[config.mk]
export PLATFORM = sky130hd
export DESIGN_NAME = cmd_uart_tx
export DESIGN_NICKNAME = d
export VERILOG_FILES = /design/src/rtl/cmd_uart_tx.sv
export SDC_FILE = /design/constraint.sdc
export NUM_CORES = 1
export LEC_CHECK = 0
export BUFFER_PORTS_ARGS = -buffer_cell sky130_fd_sc_hd__buf_2
export CAP_MARGIN = 20
export CORE_ASPECT_RATIO = 1.5
export CORE_MARGIN = 3
export CORE_UTILIZATION = 50
export CTS_CLUSTER_DIAMETER = 200
export CTS_CLUSTER_SIZE = 30
export DETAILED_ROUTE_END_ITERATION = 8
export PLACE_DENSITY = 0.66
export SLEW_MARGIN = 20
export SYNTH_ARGS = -nofsm -noshare
export SYNTH_HDL_FRONTEND = slang
export SYNTH_SLANG_ARGS = --single-unit
[constraint.sdc]
create_clock -name clk -period 1.9 [get_ports clk]
set_input_delay 0.38 -clock clk [delete_from_list [all_inputs] [get_ports clk]]
set_output_delay 0.38 -clock clk [all_outputs]
set_load 0.02 [all_outputs]
[src/rtl/cmd_uart_tx.sv]
// Buffered UART command transmitter: valid/ready push into a FIFO, LSB-first serial frames on tx.
// Define CMD_UART_PARITY_EN to add one even-parity bit after the data bits of every frame.
module cmd_uart_tx #(
  parameter int CLKS_PER_BIT = 434,
  parameter int DATA_W       = 8,
  parameter int FIFO_DEPTH   = 8,
  parameter int STOP_BITS    = 1
) (
  input  logic                             clk,
  input  logic                             rst,
  input  logic [DATA_W-1:0]                cmd,
  input  logic                             cmd_valid,
  output logic                             cmd_ready,
  output logic                             tx,
  output logic                             busy,
  output logic [$clog2(FIFO_DEPTH+1)-1:0]  fifo_level
);

  localparam int PW = $clog2(FIFO_DEPTH);
  localparam int LW = $clog2(FIFO_DEPTH + 1);
  localparam int TW = $clog2(CLKS_PER_BIT);
  localparam int IW = $clog2(DATA_W);
  localparam logic [TW-1:0] T_LAST = TW'(CLKS_PER_BIT - 1);
  localparam logic [IW-1:0] I_LAST = IW'(DATA_W - 1);
  localparam logic [LW-1:0] L_FULL = LW'(FIFO_DEPTH);

`ifdef CMD_UART_PARITY_EN
  typedef enum logic [2:0] {IDLE, START, DATA, PARITY, STOP} state_t;
`else
  typedef enum logic [2:0] {IDLE, START, DATA, STOP} state_t;
`endif

  state_t            state;
  logic [DATA_W-1:0] mem [FIFO_DEPTH];
  logic [PW-1:0]     wr_ptr;
  logic [PW-1:0]     rd_ptr;
  logic [DATA_W-1:0] shift;
  logic [TW-1:0]     timer;
  logic [IW-1:0]     idx;
  logic              stop_cnt;
`ifdef CMD_UART_PARITY_EN
  logic              par;
`endif

  logic              push;
  logic              pop;
  logic              bit_end;
  logic              stop_end;
  logic              frame_next;
  logic [LW-1:0]     level_next;

  // Pop happens either from IDLE or at the very end of the last stop bit, giving gapless streaming.
  always_comb begin
    push       = cmd_valid && cmd_ready;
    bit_end    = (timer == T_LAST);
    stop_end   = (state == STOP) && bit_end && ((STOP_BITS == 1) || stop_cnt);
    pop        = (fifo_level != '0) && ((state == IDLE) || stop_end);
    level_next = fifo_level;
    if (push && !pop) begin
      level_next = fifo_level + LW'(1);
    end else if (!push && pop) begin
      level_next = fifo_level - LW'(1);
    end
    if (state == IDLE) begin
      frame_next = (fifo_level != '0);
    end else begin
      frame_next = !(stop_end && (fifo_level == '0));
    end
  end

  always_ff @(posedge clk or posedge rst) begin
    if (rst) begin
      wr_ptr     <= '0;
      rd_ptr     <= '0;
      fifo_level <= '0;
      cmd_ready  <= 1'b0;
      busy       <= 1'b0;
    end else begin
      if (push) begin
        wr_ptr <= wr_ptr + PW'(1);
      end
      if (pop) begin
        rd_ptr <= rd_ptr + PW'(1);
      end
      fifo_level <= level_next;
      cmd_ready  <= (level_next != L_FULL);
      busy       <= frame_next || (level_next != '0);
    end
  end

  // Storage and the shift register are pure data and carry no reset.
  always_ff @(posedge clk) begin
    if (push) begin
      mem[wr_ptr] <= cmd;
    end
    if (pop) begin
      shift <= mem[rd_ptr];
`ifdef CMD_UART_PARITY_EN
      par   <= ^mem[rd_ptr];
`endif
    end else if ((state == DATA) && bit_end) begin
      shift <= shift >> 1;
    end
  end

  always_ff @(posedge clk or posedge rst) begin
    if (rst) begin
      state    <= IDLE;
      timer    <= '0;
      idx      <= '0;
      stop_cnt <= 1'b0;
      tx       <= 1'b1;
    end else begin
      timer <= ((state == IDLE) || bit_end) ? '0 : timer + TW'(1);
      case (state)
        IDLE: begin
          tx <= 1'b1;
          if (pop) begin
            state <= START;
            tx    <= 1'b0;
          end
        end
        START: begin
          if (bit_end) begin
            state <= DATA;
            idx   <= '0;
            tx    <= shift[0];
          end
        end
        DATA: begin
          if (bit_end) begin
            if (idx == I_LAST) begin
`ifdef CMD_UART_PARITY_EN
              state <= PARITY;
              tx    <= par;
`else
              state    <= STOP;
              stop_cnt <= 1'b0;
              tx       <= 1'b1;
`endif
            end else begin
              idx <= idx + IW'(1);
              tx  <= shift[1];
            end
          end
        end
`ifdef CMD_UART_PARITY_EN
        PARITY: begin
          if (bit_end) begin
            state    <= STOP;
            stop_cnt <= 1'b0;
            tx       <= 1'b1;
          end
        end
`endif
        STOP: begin
          if (stop_end) begin
            if (pop) begin
              state <= START;
              tx    <= 1'b0;
            end else begin
              state <= IDLE;
              tx    <= 1'b1;
            end
          end else if (bit_end) begin
            stop_cnt <= 1'b1;
          end
        end
        default: begin
          state <= IDLE;
          tx    <= 1'b1;
        end
      endcase
    end
  end

endmodule
# --- Word-level counts from Yosys, hierarchy flattened ---
# Memories as Yosys holds them, arrays and structs flattened.
# Cells that the tools add are included.
# W data, S select, Z words.
op_classes:
  addsub: 6
  n_reduce_logical: 22
  n_eq_ne: 12
  n_mux: 25
op_table:
  columns: ["op", "count"]
  rows:
  - ["$mux W3", 8]
  - ["$mux W8", 2]
  - ["$pmux W3 S4", 1]
  - ["$ne A2 B2 Y1 const B", 5]
  - ["$add A3 B1 Y3 const B", 3]
  - ["$add A9 B1 Y9 const B", 1]
  - ["$eq A9 B9 Y1 const B", 1]
  - ["$mux W1", 9]
  - ["$mux W9", 1]
  - ["$mux W4", 2]
  - ["$reduce_bool A4 Y1", 2]
  - ["$logic_and A1 B1 Y1", 7]
  - ["$eq A3 B2 Y1 const B", 2]
  - ["$pmux W3 S2", 1]
  - ["$reduce_and A5 Y1", 1]
  - ["$add A4 B1 Y4 const B", 1]
  - ["$logic_not A4 Y1", 1]
  - ["$ne A4 B4 Y1 const B", 1]
  - ["$pmux W1 S4", 1]
  - ["$reduce_and A4 Y1", 1]
  - ["$reduce_bool A2 Y1", 2]
  - ["$sub A4 B1 Y4 const B", 1]
  - ["$eq A3 B1 Y1 const B", 1]
  - ["$eq A3 B3 Y1 const B", 1]
  - ["5 further kinds", 9]
totals:
  output_inout_bits: 7
  wordCells: 76
  mem_count: 1
  ramBits: 64
  register_bits: 36
  input_bits: 11
mem_list:
  columns: ["memory", "words", "width", "rd", "rd_ports_with_merged_regs", "write_ports", "line", "source"]
  rows:
  - ["mem", 8, 8, 1, 0, 1, "34", "logic [DATA_W-1:0] mem [FIFO_DEPTH];"]

# --- Depth between registers and ports, before layout ---
logic_depth:
  word_depth: 9
  mapped_depth: 9
  mapped_depth_nobuf: 7

# --- Worst setup path before layout ---
# No wires, ideal clock.
synth_path:
  kind: "reg-to-reg"
  from: "reg fifo_level[0]"
  to: "reg busy"
  period_less_slack_ps: 2164
  n_path_buf: 0
  required_ps: 1750
  setup_slack_ps: -264
  setup_ps: 150
  arrival_ps: 2013
  stages_incl_launch_ff: 8
  cell_sequence: "dfrtp_1 inv_1 ha_1 or3b_4 and4_4 or4_4 o211ai_2 nand4_1"
synth_between:
  elab_chain_len: 7
  word_cells_on_any_way: 15
  classes_between: "add/sub (2); mux (3); reduce/logical (10)"
synth_lines:
  columns: ["element", "line", "source"]
  rows:
  - ["from (decl)", "16", "output logic [$clog2(FIFO_DEPTH+1)-1:0] fifo_level"]
  - ["from (signal assigned)", "85", "fifo_level <= level_next;"]
  - ["parallel branches: the longest is 6 deep, another holds $sub A4 B1 Y4", null, null]
  - ["$logic_or A1 B1 Y1 *", "87", "busy <= frame_next || (level_next != '0);"]
  - ["to (signal assigned)", "87", null]
  - ["to (decl)", "15", "output logic busy,"]
# Mark *: on every way between the ends.
# A chain may end at the register's enable or synchronous reset.

# --- Worst setup path in the final report ---
layout_path:
  from: "reg fifo_level[1]"
  to: "reg cmd_ready"
layout_between:
  elab_chain_len: 6
  word_cells_on_any_way: 10
  classes_between: "add/sub (2); eq/ne (1); mux (2); reduce/logical (5)"
layout_lines:
  columns: ["element", "line", "source"]
  rows:
  - ["parallel branches: the longest is 4 deep, another holds $sub A4 B1 Y4", null, null]
  - ["$mux W4 *", "59", "if (push && !pop) begin"]
  - ["$ne A4 B4 Y1 *", "86", "cmd_ready <= (level_next != L_FULL);"]
  - ["to (signal assigned)", "86", null]
  - ["to (decl)", "13", "output logic cmd_ready,"]
# Marks and branches as above.

==> results_tabular.tex <==
\begin{tabular}{lr}
\hline
Metric & Value \\
\hline
\multicolumn{2}{l}{\textbf{Global routing}} \\
Wire length of the first global-routing pass & 13000 um \\
Via count of the first global-routing pass & 2627 \\
Pin count of the biggest net entering global routing & 21 \\
Antenna violations before repair & 0 \\
Overall routing resource usage & roughly a fifth \\
Overflow left after global routing & 0 \\
\multicolumn{2}{l}{\textbf{Placed design}} \\
Port Buf Inserts & 17 \\
Worst-case setup slack after placement & -0.09295 ns \\
DP Wirelength & 5467 um \\
Routability congestion estimate & around 0.80 \\
\multicolumn{2}{l}{\textbf{Pwr}} \\
Worst voltage drop across the vdd grid & 766.3 uV \\
PwrDens & approximately 1100 nW/um\^{}2 \\
Leakage power of the design & approximately 1.9 nW \\
\multicolumn{2}{l}{\textbf{Synthesis}} \\
Post-synthesis net count & just under 300 \\
Total of flip-flops plus latches after synthesis & 99 \\
Synthesized cell area & roughly 4300 um\^{}2 \\
Number of enable flip-flop cells after synthesis & between 70 and 80 \\
Cells after Synth & 272 \\
Synth warnings & 0 \\
FFs w/ async S/R, synth & 27.27\% \\
Post-synth top flop & edfxtp\_1 \\
Unique masters post-synth & 47 \\
Average cell area after synthesis & 15.70 um\^{}2 \\
Seq/Total Area, Yosys & 66.48\% \\
\multicolumn{2}{l}{\textbf{Min path}} \\
Type of the most critical hold path & input port to flip-flop \\
\multicolumn{2}{l}{\textbf{Clock tree}} \\
Buffers from clock root to sink, at most & 2 \\
Number of sinks handled by clock tree synthesis & 99 \\
Setup fix buffers added after clock tree synthesis & 0 \\
CTS tree & done \\
Max H-tree Level & 3 \\
Clock Tree Root & clkbuf\_16 \\
Clock latency on the worst-skew pair & 0.35 ns \\
Clock Pin Slew Worst Setup and Hold Paths & 0.07 ns \\
Total CTS buffers & 9 \\
\multicolumn{2}{l}{\textbf{Worst setup path}} \\
Cells along the critical path & inv\_2 > ha\_4 > or3b\_4 > and4\_4 > or4\_4 > o211ai\_2 > nand4\_1 \\
CP max FO & 5 \\
WP data arrival & 2.20 ns \\
Required arrival time at the worst endpoint & about 2.1 ns \\
WS Path Type & flip-flop to flip-flop \\
Critical-path cell with the highest stage delay & or4\_4 \\
Nature of the critical path startpoint & flip-flop \\
Crit end category & flip-flop \\
Maximum single-stage delay on the critical path & 0.48 ns \\
\multicolumn{2}{l}{\textbf{STA}} \\
Setup-violating endpoint count in the final report & 3 \\
Number of pins exceeding their max-slew limit in the final report & 0 \\
Final worst-path cycle share & 104.9\% \\
Unrepaired setup endpoints after global routing & true \\
Shortest period the worst path allows & roughly 2.0 ns \\
Worst-margin pin slew & 0.5942 ns \\
Timing-limited maximum frequency & 0.5016 GHz \\
Final hold vios & 0 \\
Max\_slew headroom & 60.38\% \\
Setup WS post-layout & -0.09345 ns \\
Final Skew & 0.009429 ns \\
\multicolumn{2}{l}{\textbf{Die}} \\
Boundary Pins & 18 \\
Die Width & 81.46 um \\
Site row count & 40 \\
Die Footprint & 9708 um\^{}2 \\
Total core area & between 8000 and 9000 um\^{}2 \\
Overall die height & $\sim$120 um \\
Effective utilization at floorplan & 52.35\% \\
\multicolumn{2}{l}{\textbf{Drt}} \\
Initial detailed-routing violation count & 140 \\
Via Count & around 2400 \\
Drt total wl & about 8000 um \\
Drt pass-1 iters & 4 \\
Drt via density & 5.623 \\
DRC violation count after routing & 0 \\
Final ANT Viol Nets & 0 \\
Wire length per cell & between 15 and 20 um \\
\multicolumn{2}{l}{\textbf{Layout}} \\
Net total in the final layout & between 300 and 400 \\
Final core occ & between 60\% and 70\% \\
Area overhead of the layout relative to synthesis & 20.22\% \\
Filler cell count in the final layout & approximately 590 \\
Share of layout cells above drive strength 1 & a little over a third \\
Most frequent cells in the layout & edfxtp\_1 (72), buf\_4 (31), dfrtp\_1 (24) \\
Most common cell after layout, fill and taps aside & edfxtp\_1 \\
Inserted Diodes & 0 \\
\multicolumn{2}{l}{\textbf{Outcome}} \\
Failing checks & setup timing \\
Status & finished, violations left \\
\multicolumn{2}{l}{\textbf{Run}} \\
Max-cap violations & 0 \\
\hline
\end{tabular}
-- cells by family (layout without fill, tap and decap cells) --
logic type / after synthesis / count (layout) / synth area share [%]
compound gates: 30 / 30 / 5.040
mux: 30 / 30 / 11.87
fa+ha+maj: 13 / 13 / 3.809
xor+xnor: 12 / 12 / 2.461
buf+inv: 17 / 75 / 1.699
simple gates: 71 / 71 / 8.643
flops: 99 / 99 / 66.48
-- routing by layer --
layer	up-vias	wire, um	GRT usage [%]
li1	1151	-	-
met3	19	206	4.160
met5	-	0	0
met1	1238	3259	22.26
met2	38	4336	31.07
met4	0	248	9.302
-- state kept, by name, summed over array words and instances (netlist names) --
name,flops
rd_ptr,3
cmd_ready,1
timer,9
mem,64
busy,1
shift,8
wr_ptr,3
state,2
tx,1
fifo_level,4
idx,3
-- power breakdown --
| part | switching, mW | internal, mW |
|---|---|---|
| Clock | 0.841 | 0.922 |
| Combinational | 0.613 | 0.519 |
| Sequential | 0.147 | 2.63 |
| Total | 1.60 | 4.07 |
-- timing repair --
| item | CTS | global route |
|---|---|---|
| cloned | 0 | 0 |
| pin swaps | 2 | 0 |
| endpoints found under the hold margin | 6 | 0 |
| gates resized for setup | 3 | 14 |
| hold buffers | 1 | 0 |
| setup endpoints to repair | 4 | 13 |
-- cell type report --
cell class / instances / area, um^2 / share of cell area [%]
Timing Repair Buffer: 51 / 367.9 / 7.165
Tap cell: 105 / 131.4 / 2.559
Clock buffer: 9 / 225.2 / 4.387
Sequential cell: 99 / 2841 / 55.35
Inverter: 8 / 32.53 / 0.6337
Multi-Input combinational cell: 156 / 1466 / 28.56
Clock inverter: 7 / 68.82 / 1.340
-- metrics by stage --
| step | hold WS [ns] | power (mW) | setup TNS [ns] | instances | area [um^2] |
|---|---|---|---|---|---|
| 4_1_cts | 0.2884 | 5.702 | -0.1916 | 435 | 5076 |
| 6_report | 0.2958 | 5.668 | -0.2316 | 435 | 5134 |
| 3_3_place_gp | 0.3385 | 3.894 | -0.1279 | 418 | 4762 |
| 2_1_floorplan | 0.4318 | 3.446 | -0.2705 | 272 | 4315 |
| 3_5_place_dp | 0.3484 | 3.928 | -0.2608 | 418 | 4762 |
| 5_1_grt | 0.2933 | 5.934 | -0.4834 | 435 | 5134 |
-- worst max-delay path, delay by kind of cell, from the launching register on --
family                     cells  cell delay, ns
adders and majority gates      1            0.13
DFF                            1            0.41
and+or+nand+nor                4            1.17
buffers and inverters          1            0.08
AOI/OAI and AO/OA              1            0.08
-- worst paths after layout --
path	startpoint	end	slack [ns]	cells after the start
max	fifo_level[1]	cmd_ready	-0.09	7
min	cmd[4]	mem[5][4]	0.30	1
max reg2reg	fifo_level[1]	cmd_ready	-0.09	7
min reg2reg	timer[0]	timer[0]	0.54	2
max in group asynchronous	rst	fifo_level[0]	0.77	4
min in group asynchronous	rst	rd_ptr[0]	0.52	3
-- cells in the mapped netlist (3+ instances only) --
library cell / number / area, um^2
mux2i_1: 9 / 90.09
ha_1: 13 / 162.7
mux2_2: 4 / 45.04
buf_2: 3 / 15.01
xor2_1: 5 / 43.79
mux4_2: 16 / 360.4
a22o_1: 5 / 43.79
inv_1: 8 / 30.03
nand3_1: 8 / 40.04
nor2_1: 25 / 93.84
dfrtp_1: 26 / 650.6
nor3_1: 8 / 40.04
nand2_1: 9 / 33.78
edfxtp_1: 72 / 2162
xnor2_1: 7 / 61.31
o21ai_0: 4 / 20.02
a21oi_1: 9 / 45.04
and3_1: 4 / 25.02
Note: power is estimated with default switching activity, not from simulation.
